[src/rtl/axi_write_burst_slave.sv]
// -----------------------------------------------------------------------------
// axi_write_burst_slave
//
// Write-side AXI burst engine for the 256-byte DDR-controller memory window.
// It takes one AW burst at a time and consumes its W beats. For each beat it
// generates the byte address (INCR, scaled by AWSIZE) and drives a registered
// one-cycle write port to the memory. It returns one B response per burst.
//
// SLVERR is returned when any of these occur in the burst:
//   - AWSIZE > 3
//   - AWBURST other than INCR
//   - a beat address above MAX_ADDR
//   - WLAST disagreeing with the beat count
//
// After the first error in a burst, all further memory writes for that burst
// are suppressed. Errored beats are still accepted, so the master never stalls.
//
// Ports
//   clk, rst                         clock, synchronous active-high reset
//   AWVALID/AWREADY/AWADDR/AWLEN/
//   AWSIZE/AWBURST                   write address channel
//   WVALID/WREADY/WDATA/WSTRB/WLAST  write data channel
//   BVALID/BREADY/BRESP              write response channel
//   mem_we/mem_addr/mem_wdata/
//   mem_wstrb                        registered memory write port
//                                    (one-cycle pulse per beat)
// -----------------------------------------------------------------------------
module axi_write_burst_slave #(
  parameter int          DATA_W   = 64,
  parameter logic [31:0] MAX_ADDR = 32'hFF
) (
  input  logic                clk,
  input  logic                rst,
  input  logic                AWVALID,
  output logic                AWREADY,
  input  logic [31:0]         AWADDR,
  input  logic [7:0]          AWLEN,
  input  logic [2:0]          AWSIZE,
  input  logic [1:0]          AWBURST,
  input  logic                WVALID,
  output logic                WREADY,
  input  logic [DATA_W-1:0]   WDATA,
  input  logic [DATA_W/8-1:0] WSTRB,
  input  logic                WLAST,
  output logic                BVALID,
  input  logic                BREADY,
  output logic [1:0]          BRESP,
  output logic                mem_we,
  output logic [7:0]          mem_addr,
  output logic [DATA_W-1:0]   mem_wdata,
  output logic [DATA_W/8-1:0] mem_wstrb
);

  localparam int STRB_W = DATA_W / 8;
  localparam int LANE_W = $clog2(STRB_W);

  typedef enum logic [1:0] {
    S_IDLE = 2'd0,
    S_DATA = 2'd1,
    S_RESP = 2'd2
  } state_t;

  state_t              r_state;
  state_t              w_state_nxt;
  logic [31:0]         r_addr;
  logic [7:0]          r_len;
  logic [2:0]          r_size;
  logic [7:0]          r_cnt;
  logic                r_err;
  logic                r_we;
  logic [7:0]          r_mem_addr;
  logic [DATA_W-1:0]   r_mem_wdata;
  logic [STRB_W-1:0]   r_mem_wstrb;

  logic                w_aw_hs;
  logic                w_w_hs;
  logic                w_b_hs;
  logic                w_last_beat;
  logic                w_beat_err;
  logic                w_wlast_err;
  logic [STRB_W-1:0]   w_lane_mask;
  int                  w_lane;
  int                  w_bytes;

  // Handshake outputs are decoded from the state. They are also forced low
  // while rst is high, so nothing looks ready during reset.
  assign AWREADY = ~rst & (r_state == S_IDLE);
  assign WREADY  = ~rst & (r_state == S_DATA);
  assign BVALID  = ~rst & (r_state == S_RESP);
  assign BRESP   = BVALID ? {r_err, 1'b0} : 2'b00;

  assign w_aw_hs = AWVALID & AWREADY;
  assign w_w_hs  = WVALID & WREADY;
  assign w_b_hs  = BVALID & BREADY;

  assign w_last_beat = (r_cnt == r_len);
  assign w_beat_err  = (r_addr > MAX_ADDR);
  assign w_wlast_err = (WLAST != w_last_beat);

  // Active byte lanes for this beat: from the address's lane offset, for
  // (1 << size) lanes, clipped at the top lane of the bus.
  assign w_lane  = int'(r_addr[LANE_W-1:0]);
  assign w_bytes = int'(32'd1 << r_size);

  always_comb begin
    // NOTE: every combinational output gets a default first, so no path leaves
    // it unassigned and no latch is inferred.
    w_lane_mask = '0;
    for (int i = 0; i < STRB_W; i++) begin
      w_lane_mask[i] = (i >= w_lane) && (i < w_lane + w_bytes);
    end
  end

  always_comb begin
    w_state_nxt = r_state;
    case (r_state)
      S_IDLE:  if (w_aw_hs)                 w_state_nxt = S_DATA;
      // The burst ends on the beat count alone; a misplaced WLAST only flags
      // an error.
      S_DATA:  if (w_w_hs && w_last_beat)   w_state_nxt = S_RESP;
      S_RESP:  if (w_b_hs)                  w_state_nxt = S_IDLE;
      default:                              w_state_nxt = S_IDLE;
    endcase
  end

  // NOTE: sequential state uses non-blocking assignments only, so every
  // register samples pre-edge values regardless of statement order.
  always_ff @(posedge clk) begin
    if (rst) begin
      r_state     <= S_IDLE;
      r_addr      <= '0;
      r_len       <= '0;
      r_size      <= '0;
      r_cnt       <= '0;
      r_err       <= 1'b0;
      r_we        <= 1'b0;
      r_mem_addr  <= '0;
      r_mem_wdata <= '0;
      r_mem_wstrb <= '0;
    end else begin
      r_state <= w_state_nxt;
      r_we    <= 1'b0;  // single-cycle pulse unless a beat writes below

      if (w_aw_hs) begin
        r_addr <= AWADDR;
        r_len  <= AWLEN;
        r_size <= AWSIZE;
        r_cnt  <= '0;
        r_err  <= AWSIZE[2] | (AWBURST != 2'b01);
      end

      if (w_w_hs) begin
        r_err <= r_err | w_beat_err | w_wlast_err;
        // Write gating uses the error flag from before this beat. A WLAST
        // mismatch on this beat still lets this beat write, but it blocks
        // every later beat in the burst.
        if (!r_err && !w_beat_err) begin
          r_we        <= 1'b1;
          r_mem_addr  <= r_addr[7:0];
          r_mem_wdata <= WDATA;
          r_mem_wstrb <= WSTRB & w_lane_mask;
        end
        r_addr <= r_addr + (32'd1 << r_size);
        r_cnt  <= r_cnt + 8'd1;
      end
    end
  end

  assign mem_we    = r_we;
  assign mem_addr  = r_mem_addr;
  assign mem_wdata = r_mem_wdata;
  assign mem_wstrb = r_mem_wstrb;

endmodule
[config.mk]
export PLATFORM = sky130hd
export DESIGN_NAME = axi_write_burst_slave
export DESIGN_NICKNAME = d
export VERILOG_FILES = /design/src/rtl/axi_write_burst_slave.sv
export SDC_FILE = /design/constraint.sdc
export NUM_CORES = 1
export LEC_CHECK = 0
export ABC_AREA = 1
export CAP_MARGIN = 20
export CORE_AREA = 2 2 127 129
export CTS_BUF_LIST = sky130_fd_sc_hd__clkbuf_4 sky130_fd_sc_hd__clkbuf_8
export DETAILED_ROUTE_END_ITERATION = 10
export DIE_AREA = 0 0 129 131
export PLACE_DENSITY = 0.77
export SLEW_MARGIN = 5
export SYNTH_ARGS = -nofsm -noshare
export SYNTH_HDL_FRONTEND = slang
export SYNTH_SLANG_ARGS = --single-unit
[constraint.sdc]
create_clock -name clk -period 2 [get_ports clk]
set_input_delay 0.4 -clock clk [delete_from_list [all_inputs] [get_ports clk]]
set_output_delay 0.4 -clock clk [all_outputs]
set_load 0.005 [all_outputs]
==> reports/results.tsv, run 1 <==
stage	metric	value	unit
setup_path	timing.critical_path.mode_cell	nand2_1	
drt	drt_pass1_iterations	5	
drt	via_per_inst	5.14	
power_and_ir_drop	p_sw_frac	0.299	
clocking	cts_buffers	17	
setup_path	cpMaxStageDelayCell	dfxtp_4	
layout	multi_input_area	0.00392	mm²
sta	fmax	476	MHz
sta	finalHoldViolations	0	
setup_path	required	2.35	ns
synthesis	netlist_instances	1009	
global_routing	track_usage	0.253	
die	start_util	0.431	
synthesis	ys.flop_type	dfxtp_1	
placement	portBuffers	207	
global_routing	grt_pass1_wl	33600	µm
global_routing	grt_pass1_vias	6754	
die	core	0.0156	mm²
power_and_ir_drop	total_power	6.18	mW
setup_path	arrival	2.45	ns
drt	routed.top_layer	met4	
min_path	hold_path_class	primary input to register	
drt	met1_length	8940	µm
power_and_ir_drop	vdd_ir_drop_max	0.389	mV
setup_path	critPathMaxStageDelay	0.38	ns
clocking	cts-root-buf	clkbuf_8	
synthesis	syn_area_per_cell	6.67	µm²
synthesis	syn_area	0.00673	mm²
synthesis	ys_warn_count	0	
synthesis	async_flop_share	0	
setup_path	crit_chain	nor2_4 > inv_2 > nor2_2 > ha_2 > fa_2 > nand2_2 > nand2_2 > and2_4 > nand3_4 > nand2_4 > nand2_1 > nand2_1 > nand2_1 > a21oi_1 > nor2_1	
power_and_ir_drop	intPower	4.33	mW
synthesis	synth_edf_count	0	
clocking	cts_tree	built	
power_and_ir_drop	power_density	603	mW/mm²
setup_path	criticalPathCategory	register to register	
layout	fill_cells	1334	
placement	gp_congestion	0.949	
layout	final_cell_mix	clkdlybuf4s50_1 (202), nor2_1 (193), nand2_1 (178)	
sta	fin_setup_tns	-0.789	ns
sta	setup_ws	-0.101	ns
placement	dpl_worst_slack	-0.203	ns
layout	seq_area	0.00272	mm²
power_and_ir_drop	pwr-share-seq	0.459	
synthesis	syn_nets	1142	
outcome	status	finished with violations	
sta	fin_crit_sh	1.05	
run	cap_viol_max_count	0	
drt	drt-total-wl	23000	µm
clocking	clk_pin_slew_worst_paths	0.09	ns
drt	ant_nets	0	
layout	final_nets	1383	
drt	drtIter0Drc	504	
sta	finClkSkew	0.0127	ns
layout	syn_to_final_growth	52.2	%
drt	dr_wl_met2	11500	µm
sta	relSlewSlack	0.607	
drt	routedWlPerCell	15.5	µm
sta	drv_slew	0	
clocking	worstSkewPairLatency	0.47	ns
drt	drc	0	
power_and_ir_drop	power.switching	1.85	mW
layout	final_common_cell	clkdlybuf4s50_1	
drt	vias	7598	
setup_path	startpoint_type	register	
power_and_ir_drop	p_clk_frac	0.369	
global_routing	overflow	0	
synthesis	synth_cell_types	42	
drt	wl_met3	1780	µm
power_and_ir_drop	static-leakage-power	4.05	nW
sta	fin_crit	2.10	ns
die	fp.dieW	129	µm
clocking	cts_buffer_depth	2	
power_and_ir_drop	pwr-share-comb	0.172	
sta	setup_viol	20	
clocking	clkSinkCount	135	
synthesis	seq_area_frac_synth	0.402	
synthesis	ys_seq_elements	135	
sta	worst_pin_slew	0.584	ns
outcome	violations	setup timing	
clocking	cts_htree_levels	4	
layout	drive_above_1_share	0.169	
die	rows	46	
die	dieHeight	131	µm
global_routing	grt_max_degree	79	
setup_path	critPathMaxFanout	7	
layout	fin_util	0.657	
global_routing	antenna_found_initial	0	
die	dieArea	0.0169	mm²
placement	hpwl	16400	µm
sta	grt_setup_unrepaired	yes	
sta	holdWs	0.421	ns
clocking	holdBufCountCts	0	
setup_path	cp-end-kind	register	
layout	diodes	0	
die	io_pins	209	
through the flow:
step,cell area [µm²],cells
after global placement,9270,1436
final,10200,1479
after floorplan,6740,1009
after CTS,9770,1468
after global routing,10200,1479
after detailed placement,9270,1436
cells in the mapped netlist (8+ instances only):
library cell | n | area, µm²
nand2_1 | 213 | 800
nor2_1 | 204 | 766
dfxtp_1 | 135 | 2700
o21ai_0 | 95 | 475
inv_1 | 85 | 319
nand3_1 | 66 | 330
a21oi_1 | 56 | 280
clkbuf_1 | 22 | 82.6
nor3_1 | 17 | 85.1
o21ai_1 | 13 | 65.1
buf_2 | 12 | 60.1
nand4_1 | 11 | 68.8
ha_1 | 9 | 113
a31oi_1 | 8 | 50.1
registers in the layout, summed over array words and instances, names as in the netlist:
name	count
mem_addr	8
mem_wdata	64
r_addr	32
r_size	3
r_state	2
r_cnt	8
r_len	8
r_err	1
mem_wstrb	8
mem_we	1
layout make-up:
type | instances | share of cell area
Tap cell | 216 | 0.0264
Timing Repair Buffer | 267 | 0.255
Multi-Input combinational cell | 741 | 0.383
Sequential cell | 135 | 0.265
Inverter | 88 | 0.0324
Clock inverter | 15 | 0.0158
Clock buffer | 17 | 0.0228
worst max-delay path, delay by kind of cell (launching register included):
kind	cells	cell delay (ns)
AO/OA/AOI/OAI	1	0.11
buffers and inverters	1	0.06
AND/OR/NAND/NOR	11	1.00
flip-flops	1	0.38
adder cells (fa/ha/maj)	2	0.43
what timing repair did:
action / 4_1_cts / 5_1_grt
resized for setup: 32 / 101
cloned: 0 / 1
pin swaps: 4 / 30
endpoints found under the setup margin: 38 / 43
hold endpoints to repair: 0 / 0
buffers inserted: 0 / 10
routing by layer:
| layer | up-vias | track usage |
|---|---|---|
| li1 | 3758 | - |
| met1 | 3461 | 0.285 |
| met2 | 315 | 0.458 |
| met3 | 64 | 0.0676 |
| met4 | 0 | 0.101 |
| met5 | - | 0 |
power by group through the flow:
stage	clock [mW]	sequential [mW]	combinational (mW)
after floorplan	0	2.87	0.456
after global placement	0	2.88	0.934
after detailed placement	0	2.88	0.944
after CTS	2.32	2.82	0.964
after global routing	2.43	2.84	1.16
final	2.28	2.83	1.07
kinds of logic after synthesis:
kind of cell / share of synthesized area
and+or+nand+nor: 0.334
other: 0.000557
AOI/OAI and AO/OA: 0.145
xor gates and xnor gates: 0.0117
DFF: 0.402
adders and majority gates: 0.0197
buffers and inverters: 0.0872
final timing paths:
path	start	end	slack, ns	cells after the start
setup / recovery	r_size[1]$_SDFFE_PP0P_	r_addr[28]$_SDFFE_PP0P_	-0.10	15
hold / removal	rst	r_len[0]$_SDFFE_PP0P_	0.42	3
setup reg to reg	r_size[1]$_SDFFE_PP0P_	r_addr[28]$_SDFFE_PP0P_	-0.10	15
hold reg to reg	mem_wstrb[7]$_SDFFE_PP0P_	mem_wstrb[7]$_SDFFE_PP0P_	0.47	2
Power figures use the tool's default switching activity.
==> inputs of run 2 (changes only) <==
SETUP_SLACK_MARGIN = 0.4   (was default)
SKIP_LAST_GASP = 1   (was default)
==> run 2 against run 1 <==
- the flow still finishes with violations (setup timing)
- sequential power hardly changed
- final area is 18% higher
- global-route usage is 7.7 points higher
- critical endpoint is now mem_wdata[31]$_SDFFE_PP0P_
- largest cell class unchanged
==> reports/results.tsv, run 2 (same netlist as run 1, synthesis figures left out) <==
stage	metric	value	unit
clocking	cts_tree	built	
sta	fin_crit_sh	1.18	
sta	finalHoldViolations	0	
min_path	hold_path_class	register to register	
power_and_ir_drop	vdd_ir_drop_max	0.437	mV
die	io_pins	209	
layout	final_common_cell	nand2_1	
die	dieHeight	131	µm
drt	ant_nets	0	
clocking	cts_buffers	17	
global_routing	busiest_layer	met2	
placement	hpwl	16300	µm
die	fp.dieW	129	µm
clocking	cts_buffer_depth	2	
sta	setup_viol	35	
global_routing	gr-usage-met3	0.0794	
clocking	clk_pin_slew_worst_paths	0.09	ns
drt	drt_pass1_iterations	6	
global_routing	grt_max_degree	82	
drt	drtIter0Drc	890	
setup_path	required	2.30	ns
drt	routedWlPerCell	22.3	µm
clocking	worstSkewPairLatency	0.46	ns
outcome	violations	setup timing	
global_routing	use_met2	0.580	
global_routing	grt_pass1_wl	42900	µm
die	core	0.0156	mm²
power_and_ir_drop	power_density	554	mW/mm²
drt	via_per_inst	5.76	
layout	final_nets	1438	
run	cap_viol_max_count	0	
layout	fill_cells	955	
power_and_ir_drop	static-leakage-power	5.23	nW
sta	relSlewSlack	0.564	
clocking	cts-root-buf	clkbuf_8	
clocking	clkSinkCount	135	
setup_path	cp-end-kind	register	
sta	fmax	425	MHz
global_routing	grt_pass1_vias	8249	
placement	gp_congestion	0.960	
layout	largest_register_ffs	64	
sta	grt_setup_unrepaired	yes	
outcome	status	finished with violations	
layout	design_area	0.0120	mm²
layout	multi_input_area	0.00461	mm²
clocking	cts_htree_levels	4	
setup_path	critPathMaxFanout	8	
die	start_util	0.431	
global_routing	antenna_found_initial	5	
global_routing	overflow	0	
layout	fin_util	0.773	
global_routing	grt_util_met1	0.358	
layout	seq_area	0.00276	mm²
layout	drive_above_1_share	0.331	
sta	fin_crit	2.35	ns
setup_path	arrival	2.65	ns
drt	drc	0	
sta	finClkSkew	0.0191	ns
drt	drt-total-wl	34200	µm
global_routing	track_usage	0.331	
placement	dpl_cell_area	0.00930	mm²
setup_path	criticalPathCategory	register to register	
placement	portBuffers	207	
sta	drv_slew	0	
power_and_ir_drop	total_power	6.68	mW
sta	fin_setup_tns	-3.30	ns
drt	vias	8837	
layout	syn_to_final_growth	79.1	%
die	dieArea	0.0169	mm²
layout	final_cell_mix	nand2_1 (174), nor2_1 (135), clkdlybuf4s50_1 (121)	
die	rows	46	
sta	setup_ws	-0.353	ns
sta	worst_pin_slew	0.651	ns
setup_path	startpoint_type	register	
-- run 2: path summary, 6_finish.rpt --
kind	cells after the start	endpoint	startpoint	slack, ns
max	10	mem_wdata[31]$_SDFFE_PP0P_	r_addr[18]$_SDFFE_PP0P_	-0.35
min	2	mem_wdata[13]$_SDFFE_PP0P_	mem_wdata[13]$_SDFFE_PP0P_	0.48
max reg2reg	10	mem_wdata[31]$_SDFFE_PP0P_	r_addr[18]$_SDFFE_PP0P_	-0.35
min reg2reg	2	mem_wdata[13]$_SDFFE_PP0P_	mem_wdata[13]$_SDFFE_PP0P_	0.48
-- run 2: per-stage QoR --
stage	hold slack, ns	std cells	setup slack [ns]
after floorplan	0.444	1009	0.144
after global placement	0.452	1426	0.00260
after detailed placement	0.456	1426	-0.0618
after CTS	0.405	1512	0.00393
after global routing	0.491	1534	-0.323
final	0.478	1535	-0.353
-- run 2: timing repair --
item,4_1_cts,5_1_grt
endpoints found under the setup margin,199,124
pin swaps,56,78
hold buffers,0,0
resized for setup,378,164
buffers inserted,33,22
cloned,21,0
-- run 2: area by class of cell --
cell class,count,share of cell area
Multi-Input combinational cell,741,0.383
Inverter,88,0.0302
Timing Repair inverter,1,0.00135
Clock inverter,10,0.00997
Clock buffer,22,0.0241
Tap cell,216,0.0224
Timing Repair Buffer,321,0.300
Antenna cell,1,0.000208
Sequential cell,135,0.229
-- run 2: metal layers --
metal  vias up  share of wire
li1       3874              -
met1      4056           0.33
met2       632           0.46
met3       269           0.12
met4         6          0.093
met5         -         0.0011
-- run 2: power by group --
| group | switching [mW] | internal (mW) |
|---|---|---|
| Sequential | 0.0841 | 2.76 |
| Combinational | 0.737 | 0.678 |
| Clock | 1.18 | 1.24 |
| Total | 2.00 | 4.68 |
-- run 2: worst max-delay path: stages (launching register included) --
cell and delay (ns):
dfxtp_4 0.36, nor2_4 0.13, nand4_1 0.26, nor2_4 0.23, nand3_4 0.13, buf_12 0.17, buf_8 0.12, clkinv_8 0.07
buf_12 0.13, nor2_1 0.05, nor2_1 0.53
